==> src/rtl/alu_seq_if.sv <==
// Handshake and operand/result bus between the operand-fetch stage and alu_seq.
// The master drives the operation and out_ready; the slave (the ALU) answers with
// in_ready and the registered result.
interface alu_seq_if #(
   parameter int XLEN = 32
);
   logic            in_valid;
   logic            in_ready;
   logic [2:0]      funct3;
   logic [6:0]      funct7;
   logic [XLEN-1:0] operand_0;
   logic [XLEN-1:0] operand_1;
   logic            out_valid;
   logic            out_ready;
   logic [XLEN-1:0] destination;
   logic            illegal;

   modport master (
      output in_valid, funct3, funct7, operand_0, operand_1, out_ready,
      input  in_ready, out_valid, destination, illegal
   );

   modport slave (
      input  in_valid, funct3, funct7, operand_0, operand_1, out_ready,
      output in_ready, out_valid, destination, illegal
   );
endinterface

==> src/rtl/alu_seq.sv <==
// Sequential RV32I register-register ALU with optional MUL.
// Logic, add/sub and compares finish in one cycle; shifts step SHIFT_STEP bits
// per cycle and MUL is a shift-add loop of exactly XLEN cycles. The result sits
// in an output register that holds while the consumer stalls.
module alu_seq #(
   parameter int XLEN       = 32,
   parameter int SHIFT_STEP = 1,
   parameter int ENABLE_MUL = 1
) (
   input logic       clock,
   input logic       reset_n,
   alu_seq_if.slave  bus
);
   localparam int SW = $clog2(XLEN);
   localparam int CW = SW + 1;

   typedef enum logic [1:0] {S_IDLE, S_SHIFT, S_MUL} state_t;
   typedef enum logic [1:0] {K_SINGLE, K_SHIFT, K_MUL, K_ILLEGAL} kind_t;

   state_t          state_r;
   logic [CW-1:0]   count_r;
   logic [XLEN-1:0] work_r;
   logic            shift_left_r;
   logic            shift_arith_r;
   logic [XLEN-1:0] mcand_r;
   logic [XLEN-1:0] mplier_r;
   logic [XLEN-1:0] acc_r;
   logic            out_valid_r;
   logic [XLEN-1:0] dest_r;
   logic            illegal_r;

   kind_t           kind_s;
   logic [XLEN-1:0] single_res_s;
   logic            shift_left_s;
   logic            shift_arith_s;
   logic [SW-1:0]   shamt_s;
   logic            shamt_zero_s;
   logic [XLEN-1:0] sum_s;
   logic [XLEN-1:0] diff_s;
   logic            slt_s;
   logic            sltu_s;
   logic [CW-1:0]   step_amt_s;
   logic [XLEN-1:0] shifted_s;
   logic [XLEN-1:0] mul_add_s;
   logic            in_ready_s;
   logic            accept_s;

   assign shamt_s      = bus.operand_1[SW-1:0];
   assign shamt_zero_s = (shamt_s == {SW{1'b0}});
   assign sum_s        = bus.operand_0 + bus.operand_1;
   assign diff_s       = bus.operand_0 - bus.operand_1;
   assign slt_s        = ($signed(bus.operand_0) < $signed(bus.operand_1));
   assign sltu_s       = (bus.operand_0 < bus.operand_1);

   // Last partial step takes only the remaining count so the total is exact.
   assign step_amt_s = (count_r < CW'(SHIFT_STEP)) ? count_r : CW'(SHIFT_STEP);
   assign mul_add_s  = acc_r + (mplier_r[0] ? mcand_r : {XLEN{1'b0}});

   assign in_ready_s = reset_n & (state_r == S_IDLE) & (~out_valid_r | bus.out_ready);
   assign accept_s   = bus.in_valid & in_ready_s;

   assign bus.in_ready    = in_ready_s;
   assign bus.out_valid   = out_valid_r;
   assign bus.destination = dest_r;
   assign bus.illegal     = illegal_r;

   // Decode funct7/funct3 into an operation class and the single-cycle result.
   always_comb begin
      kind_s        = K_ILLEGAL;
      single_res_s  = {XLEN{1'b0}};
      shift_left_s  = 1'b0;
      shift_arith_s = 1'b0;
      case (bus.funct7)
         7'b0000000: begin
            case (bus.funct3)
               3'b000: begin kind_s = K_SINGLE; single_res_s = sum_s; end
               3'b001: begin
                  kind_s       = shamt_zero_s ? K_SINGLE : K_SHIFT;
                  single_res_s = bus.operand_0;
                  shift_left_s = 1'b1;
               end
               3'b010: begin kind_s = K_SINGLE; single_res_s = {{(XLEN-1){1'b0}}, slt_s}; end
               3'b011: begin kind_s = K_SINGLE; single_res_s = {{(XLEN-1){1'b0}}, sltu_s}; end
               3'b100: begin kind_s = K_SINGLE; single_res_s = bus.operand_0 ^ bus.operand_1; end
               3'b101: begin
                  kind_s       = shamt_zero_s ? K_SINGLE : K_SHIFT;
                  single_res_s = bus.operand_0;
               end
               3'b110: begin kind_s = K_SINGLE; single_res_s = bus.operand_0 | bus.operand_1; end
               3'b111: begin kind_s = K_SINGLE; single_res_s = bus.operand_0 & bus.operand_1; end
               default: kind_s = K_ILLEGAL;
            endcase
         end
         7'b0100000: begin
            case (bus.funct3)
               3'b000: begin kind_s = K_SINGLE; single_res_s = diff_s; end
               3'b101: begin
                  kind_s        = shamt_zero_s ? K_SINGLE : K_SHIFT;
                  single_res_s  = bus.operand_0;
                  shift_arith_s = 1'b1;
               end
               default: kind_s = K_ILLEGAL;
            endcase
         end
         7'b0000001: begin
            kind_s = ((bus.funct3 == 3'b000) && (ENABLE_MUL != 0)) ? K_MUL : K_ILLEGAL;
         end
         default: kind_s = K_ILLEGAL;
      endcase
   end

   // One shifter step; SRA keeps replicating the working MSB, which is operand_0's sign.
   always_comb begin
      if (shift_left_r) begin
         shifted_s = work_r << step_amt_s;
      end else if (shift_arith_r) begin
         shifted_s = $unsigned($signed(work_r) >>> step_amt_s);
      end else begin
         shifted_s = work_r >> step_amt_s;
      end
   end

   // Control FSM, iterative datapath and output register.
   always_ff @(posedge clock) begin
      if (!reset_n) begin
         state_r       <= S_IDLE;
         count_r       <= {CW{1'b0}};
         work_r        <= {XLEN{1'b0}};
         shift_left_r  <= 1'b0;
         shift_arith_r <= 1'b0;
         mcand_r       <= {XLEN{1'b0}};
         mplier_r      <= {XLEN{1'b0}};
         acc_r         <= {XLEN{1'b0}};
         out_valid_r   <= 1'b0;
         dest_r        <= {XLEN{1'b0}};
         illegal_r     <= 1'b0;
      end else begin
         // A consumed result frees the register; a new load below overrides this.
         if (out_valid_r && bus.out_ready) begin
            out_valid_r <= 1'b0;
         end
         case (state_r)
            S_IDLE: begin
               if (accept_s) begin
                  case (kind_s)
                     K_SHIFT: begin
                        state_r       <= S_SHIFT;
                        work_r        <= bus.operand_0;
                        count_r       <= {1'b0, shamt_s};
                        shift_left_r  <= shift_left_s;
                        shift_arith_r <= shift_arith_s;
                     end
                     K_MUL: begin
                        state_r  <= S_MUL;
                        mcand_r  <= bus.operand_0;
                        mplier_r <= bus.operand_1;
                        acc_r    <= {XLEN{1'b0}};
                        count_r  <= CW'(XLEN);
                     end
                     K_ILLEGAL: begin
                        out_valid_r <= 1'b1;
                        dest_r      <= {XLEN{1'b0}};
                        illegal_r   <= 1'b1;
                     end
                     default: begin
                        out_valid_r <= 1'b1;
                        dest_r      <= single_res_s;
                        illegal_r   <= 1'b0;
                     end
                  endcase
               end
            end
            S_SHIFT: begin
               work_r  <= shifted_s;
               count_r <= count_r - step_amt_s;
               if (count_r == step_amt_s) begin
                  state_r     <= S_IDLE;
                  out_valid_r <= 1'b1;
                  dest_r      <= shifted_s;
                  illegal_r   <= 1'b0;
               end
            end
            S_MUL: begin
               acc_r    <= mul_add_s;
               mcand_r  <= mcand_r << 1;
               mplier_r <= mplier_r >> 1;
               count_r  <= count_r - CW'(1);
               if (count_r == CW'(1)) begin
                  state_r     <= S_IDLE;
                  out_valid_r <= 1'b1;
                  dest_r      <= mul_add_s;
                  illegal_r   <= 1'b0;
               end
            end
            default: state_r <= S_IDLE;
         endcase
      end
   end
endmodule

==> src/flat_wrapper.sv <==
// flat-port wrapper written by rule: the top's interface ports become plain ports
module alu_seq_flat 
#(
   parameter int XLEN       = 32,
   parameter int SHIFT_STEP = 1,
   parameter int ENABLE_MUL = 1
)
  (clock, reset_n, bus_in_valid, bus_funct3, bus_funct7, bus_operand_0, bus_operand_1, bus_out_ready, bus_in_ready, bus_out_valid, bus_destination, bus_illegal);
  alu_seq_if #(.XLEN(XLEN)) bus_i ();
  input logic clock;
  input logic reset_n;
  input wire logic [$bits(bus_i.in_valid)-1:0] bus_in_valid;
  input wire logic [$bits(bus_i.funct3)-1:0] bus_funct3;
  input wire logic [$bits(bus_i.funct7)-1:0] bus_funct7;
  input wire logic [$bits(bus_i.operand_0)-1:0] bus_operand_0;
  input wire logic [$bits(bus_i.operand_1)-1:0] bus_operand_1;
  input wire logic [$bits(bus_i.out_ready)-1:0] bus_out_ready;
  output wire logic [$bits(bus_i.in_ready)-1:0] bus_in_ready;
  output wire logic [$bits(bus_i.out_valid)-1:0] bus_out_valid;
  output wire logic [$bits(bus_i.destination)-1:0] bus_destination;
  output wire logic [$bits(bus_i.illegal)-1:0] bus_illegal;
  assign bus_i.in_valid = bus_in_valid;
  assign bus_i.funct3 = bus_funct3;
  assign bus_i.funct7 = bus_funct7;
  assign bus_i.operand_0 = bus_operand_0;
  assign bus_i.operand_1 = bus_operand_1;
  assign bus_i.out_ready = bus_out_ready;
  assign bus_in_ready = bus_i.in_ready;
  assign bus_out_valid = bus_i.out_valid;
  assign bus_destination = bus_i.destination;
  assign bus_illegal = bus_i.illegal;
  alu_seq #(.XLEN(XLEN), .SHIFT_STEP(SHIFT_STEP), .ENABLE_MUL(ENABLE_MUL)) u_core (.clock(clock), .reset_n(reset_n), .bus(bus_i));
endmodule
==> config.mk <==
export PLATFORM = sky130hd
export DESIGN_NAME = alu_seq_flat
export DESIGN_NICKNAME = d
export VERILOG_FILES = /design/src/rtl/alu_seq_if.sv /design/src/rtl/alu_seq.sv /design/src/flat_wrapper.sv
export SDC_FILE = /design/constraint.sdc
export NUM_CORES = 1
export LEC_CHECK = 0
export CORE_ASPECT_RATIO = 1.75
export CORE_MARGIN = 2
export CORE_UTILIZATION = 50
export CTS_CLUSTER_DIAMETER = 120
export DETAILED_ROUTE_END_ITERATION = 10
export MAX_ROUTING_LAYER = met4
export PLACE_DENSITY = 0.76
export SLEW_MARGIN = 20
export SYNTH_ARGS = -nofsm -noshare
export SYNTH_HDL_FRONTEND = slang
export SYNTH_SLANG_ARGS = --single-unit
==> constraint.sdc <==
create_clock -name clock -period 3.8 [get_ports clock]
set_clock_uncertainty 0.1 [all_clocks]
set_input_delay 0.57 -clock clock [delete_from_list [all_inputs] [get_ports clock]]
set_output_delay 0.57 -clock clock [all_outputs]
set_load 0.02 [all_outputs]
Word level (Yosys, flattened, before mapping)
Index checks and enable logic that the tools add are counted.
{"block": "totals", "word_cells": 122, "ff_bits": 172}
{"block": "op_classes", "n_eq_ne": 23, "mux": 52, "n_shift": 3, "n_reduce_logical": 17, "order_cmp": 3, "add_sub_neg": 5, "bitwise": 8}
{"operator": "32-bit 2-to-1 mux", "count": 14}
{"operator": "32-bit case mux with 2 select lines", "count": 7}
{"operator": "32-bit case mux with 7 select lines", "count": 1}
{"operator": "32-bit case mux with 3 select lines", "count": 1}
{"operator": "32-bit adder", "count": 2}
{"operator": "32-bit less-than comparator", "count": 2}
{"operator": "32-bit AND", "count": 1}
{"operator": "32-bit OR", "count": 1}
{"operator": "32-bit by 6-bit left shift with 32-bit output", "count": 1}
{"operator": "32-bit by 6-bit >> shifter with 32-bit output", "count": 1}
{"operator": "32-bit by 6-bit >>> shifter with 32-bit output", "count": 1}
{"operator": "32-bit subtractor", "count": 1}
{"operator": "32-bit XOR", "count": 1}
{"operator": "6-bit case mux with 3 select lines", "count": 1}
{"operator": "1-bit 2-to-1 mux", "count": 14}
{"operator": "3-bit equality test (second input constant)", "count": 4}
{"operator": "6-bit 2-to-1 mux", "count": 2}
{"operator": "2-bit case mux with 2 select lines", "count": 3}
{"operator": "2-bit case mux with 3 select lines", "count": 2}
{"operator": "6-bit case mux with 2 select lines", "count": 1}
{"operator": "3-bit AND reduction", "count": 4}
{"operator": "7-bit by 1-bit equality test with 1-bit output (second input constant)", "count": 1}
{"operator": "7-bit by 6-bit equality test with 1-bit output (second input constant)", "count": 1}
{"operator": "7-bit logical NOT", "count": 1}
{"operator": "28 further kinds", "count": 43}

Depth between registers and ports, before layout
{"block": "depth", "word_depth": 9, "depth_mapped": 16}

Worst setup path after synthesis
No wires, ideal clock.
{"block": "synth_timing", "path_type": "input port to flip-flop", "from": "in bus_funct3[2]", "to": "reg u_core.dest_r[29] (netlist: u_core.bus.destination[29])", "slack_ns": 0.240, "path_stages": 15, "arrival_ns": 3.330, "path_cell_list": "clkbuf_1 clkbuf_1 clkbuf_1 and2_1 a21oi_1 o21ai_0 nand4_1 ha_1 nor2_1 nor2_1 or3_1 clkbuf_1 clkbuf_1 a221oi_1 a31oi_1"}
{"block": "synth_via", "elab_chain_len": 9, "word_cells_on_any_way": 26, "classes_between": "eq/ne: 11; mux: 10; reduce/logical: 5"}
{"item": "start, declared", "line": "flat_wrapper.sv:13", "source": "input wire logic [$bits(bus_i.funct3)-1:0] bus_funct3;"}
{"item": "3-bit by 2-bit equality test with 1-bit output, or another cell as far along", "line": "alu_seq.sv:75", "source": "case (bus.funct3)"}
{"item": "6-bit OR reduction (no source line) / 2-bit OR reduction (equally long branches)"}
{"item": "2-bit case mux with 2 select lines", "line": "alu_seq.sv:75"}
{"item": "2-bit case mux with 3 select lines", "line": "alu_seq.sv:73", "source": "case (bus.funct7)"}
{"item": "2-bit by 1-bit equality test with 1-bit output / 2-bit equality test (equally long branches)", "line": "alu_seq.sv:145", "source": "case (kind_s)"}
{"item": "2-bit OR reduction (no source line)"}
{"item": "32-bit case mux with 2 select lines", "line": "alu_seq.sv:145"}
{"item": "32-bit 2-to-1 mux", "line": "alu_seq.sv:144", "source": "if (accept_s) begin"}
{"item": "32-bit case mux with 3 select lines", "line": "alu_seq.sv:142", "source": "case (state_r)"}
{"item": "end signal, assigned", "line": "alu_seq.sv:135", "source": "dest_r <= {XLEN{1'b0}};"}
{"item": "end signal, assigned", "line": "alu_seq.sv:162", "source": "dest_r <= {XLEN{1'b0}};"}
{"item": "end signal, assigned", "line": "alu_seq.sv:167", "source": "dest_r <= single_res_s;"}
{"item": "end, declared", "line": "alu_seq.sv:29", "source": "logic [XLEN-1:0] dest_r;"}
Parallel ways exist; a longest one is shown, timed or not. The select of a mux whose other input is x is not followed.
A chain may end at the register's enable or synchronous reset.

Worst setup path in the final report
{"block": "layout_timing", "from": "reg u_core.mplier_r[0]", "to": "reg u_core.dest_r[19] (netlist: u_core.bus.destination[19])"}
{"block": "layout_via", "elab_chain_len": 4}
{"item": "start, declared", "line": "alu_seq.sv:26", "source": "logic [XLEN-1:0] mplier_r;"}
{"item": "start signal, assigned", "line": "alu_seq.sv:132", "source": "mplier_r <= {XLEN{1'b0}};"}
{"item": "start signal, assigned", "line": "alu_seq.sv:156", "source": "mplier_r <= bus.operand_1;"}
{"item": "start signal, assigned", "line": "alu_seq.sv:186", "source": "mplier_r <= mplier_r >> 1;"}
{"item": "32-bit 2-to-1 mux", "line": "alu_seq.sv:57", "source": "assign mul_add_s = acc_r + (mplier_r[0] ? mcand_r : {XLEN{1'b0}});"}
{"item": "32-bit adder", "line": "alu_seq.sv:57"}
{"item": "32-bit 2-to-1 mux", "line": "alu_seq.sv:188", "source": "if (count_r == CW'(1)) begin"}
{"item": "32-bit case mux with 3 select lines", "line": "alu_seq.sv:142"}
{"item": "end signal, assigned", "line": "alu_seq.sv:135"}
{"item": "end signal, assigned", "line": "alu_seq.sv:162"}
{"item": "end signal, assigned", "line": "alu_seq.sv:191", "source": "dest_r <= mul_add_s;"}
Every way passes these cells. The select of a mux whose other input is x is not followed.

==> flow_metrics.py <==
metrics = {
    "grt": {
        "grt_pass1_wl_mm": 117,
        "grt_util_all_layers": 0.470,
        "grt_pass1_vias": 19500,
        "antenna_found_initial": 5,
        "gr-total-overflow": 0,
        "grt_max_degree": 159,
    },
    "power_and_ir_drop": {
        "leakage_nw": 8.76,
        "vdd_drop_max_mv": 0.303,
        "total_power_w": 0.00530,
        "p_per_area_nw_per_um2": 256,
    },
    "worst_setup_path": {
        "cp.required_ps": 4090,
        "crit_path_end_kind": "register",
        "critPathArrivalTime_ps": 4020,
        "start_kind": "register",
        "worstSetupPathType": "reg2reg",
        "cp_max_fo": 5,
    },
    "yosys": {
        "ys.warnings.count": 0,
        "syn_nets": 2533,
        "yosysTopAreaCellShare": 0.212,
        "synth.distinct_cells": 88,
        "synth_cells": 2314,
        "ys.flop_type": "dfxtp_1",
        "yosys-top-cells-area": "dfxtp_1 (21%), ha_1 (11%), a21oi_1 (7.7%), nand2_1 (7.3%), nor2_1 (6.1%)",
        "synth-edff-count": 0,
        "synth_area_per_cell_um2": 7.03,
        "synth_top_area_cell": "dfxtp_1",
        "yosysSeqAreaShare": 0.212,
        "synth_area_um2": 16300,
        "synth_most_common_cell": "nand2_1",
        "synth-async-reset-ratio": 0,
        "yosys-top-cells-count": "nand2_1 (317), nor2_1 (265), a21oi_1 (250), o21ai_0 (185), dfxtp_1 (172)",
        "synth_seq_cells": 172,
    },
    "drt": {
        "drt-initial-drc-count": 2012,
        "antenna_left": 0,
        "wl_mm": 78.5,
        "viasPerCell": 6.51,
        "first_pass_iters": 9,
        "wl_per_cell_um": 25.8,
        "dr_total_vias": 19800,
        "drc_errors": 0,
    },
    "placed_design": {
        "place_hpwl_mm": 61.2,
        "gp_congestion": 1.09,
        "port_buffers": 112,
    },
    "sta": {
        "setup_violations": 0,
        "fin_crit_sh": 0.982,
        "hold_viol_final": 0,
        "slew_headroom": 0.196,
        "timing.fmax_ghz": 0.268,
        "worst_pin_slew_ps": 1200,
        "finalSetupTns_ps": 0,
        "drv_slew": 0,
        "min_period_ps": 3730,
    },
    "layout": {
        "syn2layout_area_growth_pct": 27.3,
        "regArea_um2": 3440,
        "nNetsFinal": 2847,
        "drive_gt1_frac": 0.174,
        "n_fill_cell": 3009,
        "multi_input_area_um2": 11800,
    },
    "outcome": {
        "run_status": "finished clean",
    },
    "hold_path": {
        "hp-class": "reg2reg",
    },
    "clock_network": {
        "clkLatencyLatePin_ps": 480,
        "clk_pin_slew_ps": 90,
        "tritoncts": "built",
        "cts-htree-levels": 4,
        "clkSinkCount": 172,
        "cts-root-buf": "clkbuf_16",
        "clock_path_buffers": 2,
        "numCtsBuffers": 17,
        "hold_buffers": 0,
    },
    "floorplan": {
        "num_io_pins": 113,
        "die_h_um": 243,
        "fp.dieArea_um2": 34000,
        "start_util": 0.506,
        "die_w_um": 140,
        "std_cell_rows": 87,
        "coreArea_um2": 32100,
    },
    "flow_run": {
        "drv_cap": 0,
    },
}
worst max-delay path, cell delays in order (launching register included):
cell,delay [ps]
dfxtp_1,330
buf_4,140
and2_1,180
buf_4,130
ha_1,300
a211oi_2,300
o21ai_2,100
buf_4,160
buf_4,170
o21a_1,200
nor2_4,160
o221ai_2,140
a31oi_2,230
o21ai_0,120
xor2_1,360
buf_4,200
a21boi_0,90
o211ai_1,240
through the flow:
step / util / std cells / worst slack (ps) / hold WS [ps] / cell area (um^2)
6_report: 0.645 / 3046 / 70.3 / 367 / 20700
3_3_place_gp: 0.620 / 3004 / -456 / 345 / 19900
2_1_floorplan: - / 2314 / 240 / 332 / 16300
3_5_place_dp: 0.620 / 3004 / -531 / 354 / 19900
5_1_grt: 0.645 / 3046 / -44.1 / 385 / 20700
4_1_cts: 0.642 / 3038 / 11.3 / 368 / 20600
power breakdown:
group | switching, W | internal [W]
Sequential | 0.0000371 | 0.00183
Combinational | 0.000854 | 0.000637
Clock | 0.000978 | 0.000966
Total | 0.00187 | 0.00343
cell type report:
| cell class | instances | share of cell area |
|---|---|---|
| multi-input combinational | 1857 | 0.571 |
| antenna | 5 | 0.000605 |
| clock inverter | 15 | 0.0102 |
| sequential | 172 | 0.166 |
| tap | 400 | 0.0242 |
| timing repair buffer | 463 | 0.186 |
| inverter | 117 | 0.0213 |
| clock buffer | 17 | 0.0206 |
cells by family after synthesis:
family,after synthesis,synth area share
AOI/OAI and AO/OA,816,0.316
xor gates and xnor gates,75,0.0404
adders and majority gates,141,0.110
buffers and inverters,285,0.0699
DFF,172,0.212
muxes,40,0.0426
and+or+nand+nor,785,0.210
state kept, by name, summed over array words and instances, names as in the netlist:
name and flops:
u_core.bus.destination 32, u_core.state_r 2, u_core.count_r 6, u_core.mplier_r 32, u_core.acc_r 32, u_core.bus.out_valid 1
u_core.shift_left_r 1, u_core.mcand_r 32, u_core.bus.illegal 1, u_core.work_r 32, u_core.shift_arith_r 1
worst paths after layout:
| kind | start | endpoint | slack [ps] | depth (start not counted) |
|---|---|---|---|---|
| max | u_core.mplier_r[0] | u_core.bus.destination[19] | 70 | 17 |
| min reg2reg | u_core.acc_r[25] | u_core.acc_r[25] | 370 | 2 |
| min | u_core.acc_r[25] | u_core.acc_r[25] | 370 | 2 |
| max reg2reg | u_core.mplier_r[0] | u_core.bus.destination[19] | 70 | 17 |
what timing repair did:
action / 4_1_cts / 5_1_grt
endpoints found under the setup margin: 14 / 17
pin swaps: 3 / 13
resized for setup: 8 / 17
setup buffers: 2 / 3
per-layer routing:
| layer | share of wire | GRT usage |
|---|---|---|
| met1 | 0.32 | 0.438 |
| met2 | 0.48 | 0.779 |
| met3 | 0.074 | 0.101 |
| met4 | 0.13 | 0.466 |
| met5 | 0 | - |
placed cells by master (no fill, tap or decap), drive strengths merged, types with 8 or more instances in the layout:
| cell type | Yosys | final |
|---|---|---|
| a22oi | 26 | 26 |
| o31ai | 10 | 10 |
| ha | 138 | 138 |
| a21oi | 250 | 250 |
| dfxtp | 172 | 172 |
| nand3 | 40 | 40 |
| clkbuf | 131 | 17 |
| xnor2 | 53 | 53 |
| nor3 | 35 | 35 |
| o211ai | 97 | 97 |
| o22ai | 52 | 52 |
| nor4 | 11 | 11 |
| xor2 | 22 | 22 |
| a211oi | 30 | 30 |
| clkinv | 2 | 8 |
| inv | 115 | 123 |
| nor2b | 12 | 12 |
| and2 | 40 | 40 |
| o21ai | 194 | 194 |
| a21o | 21 | 21 |
| a31oi | 20 | 20 |
| a221oi | 17 | 17 |
| nand4 | 10 | 10 |
| a211o | 8 | 8 |
| a21boi | 9 | 9 |
| buf | 37 | 353 |
| nand2b | 25 | 25 |
| nor2 | 266 | 266 |
| nand2 | 318 | 318 |
| o21bai | 16 | 16 |
| mux2i | 14 | 14 |
| clkdlybuf4s50 | 0 | 109 |
| mux4 | 23 | 23 |
No activity file was read; power rests on OpenSTA's default activity.
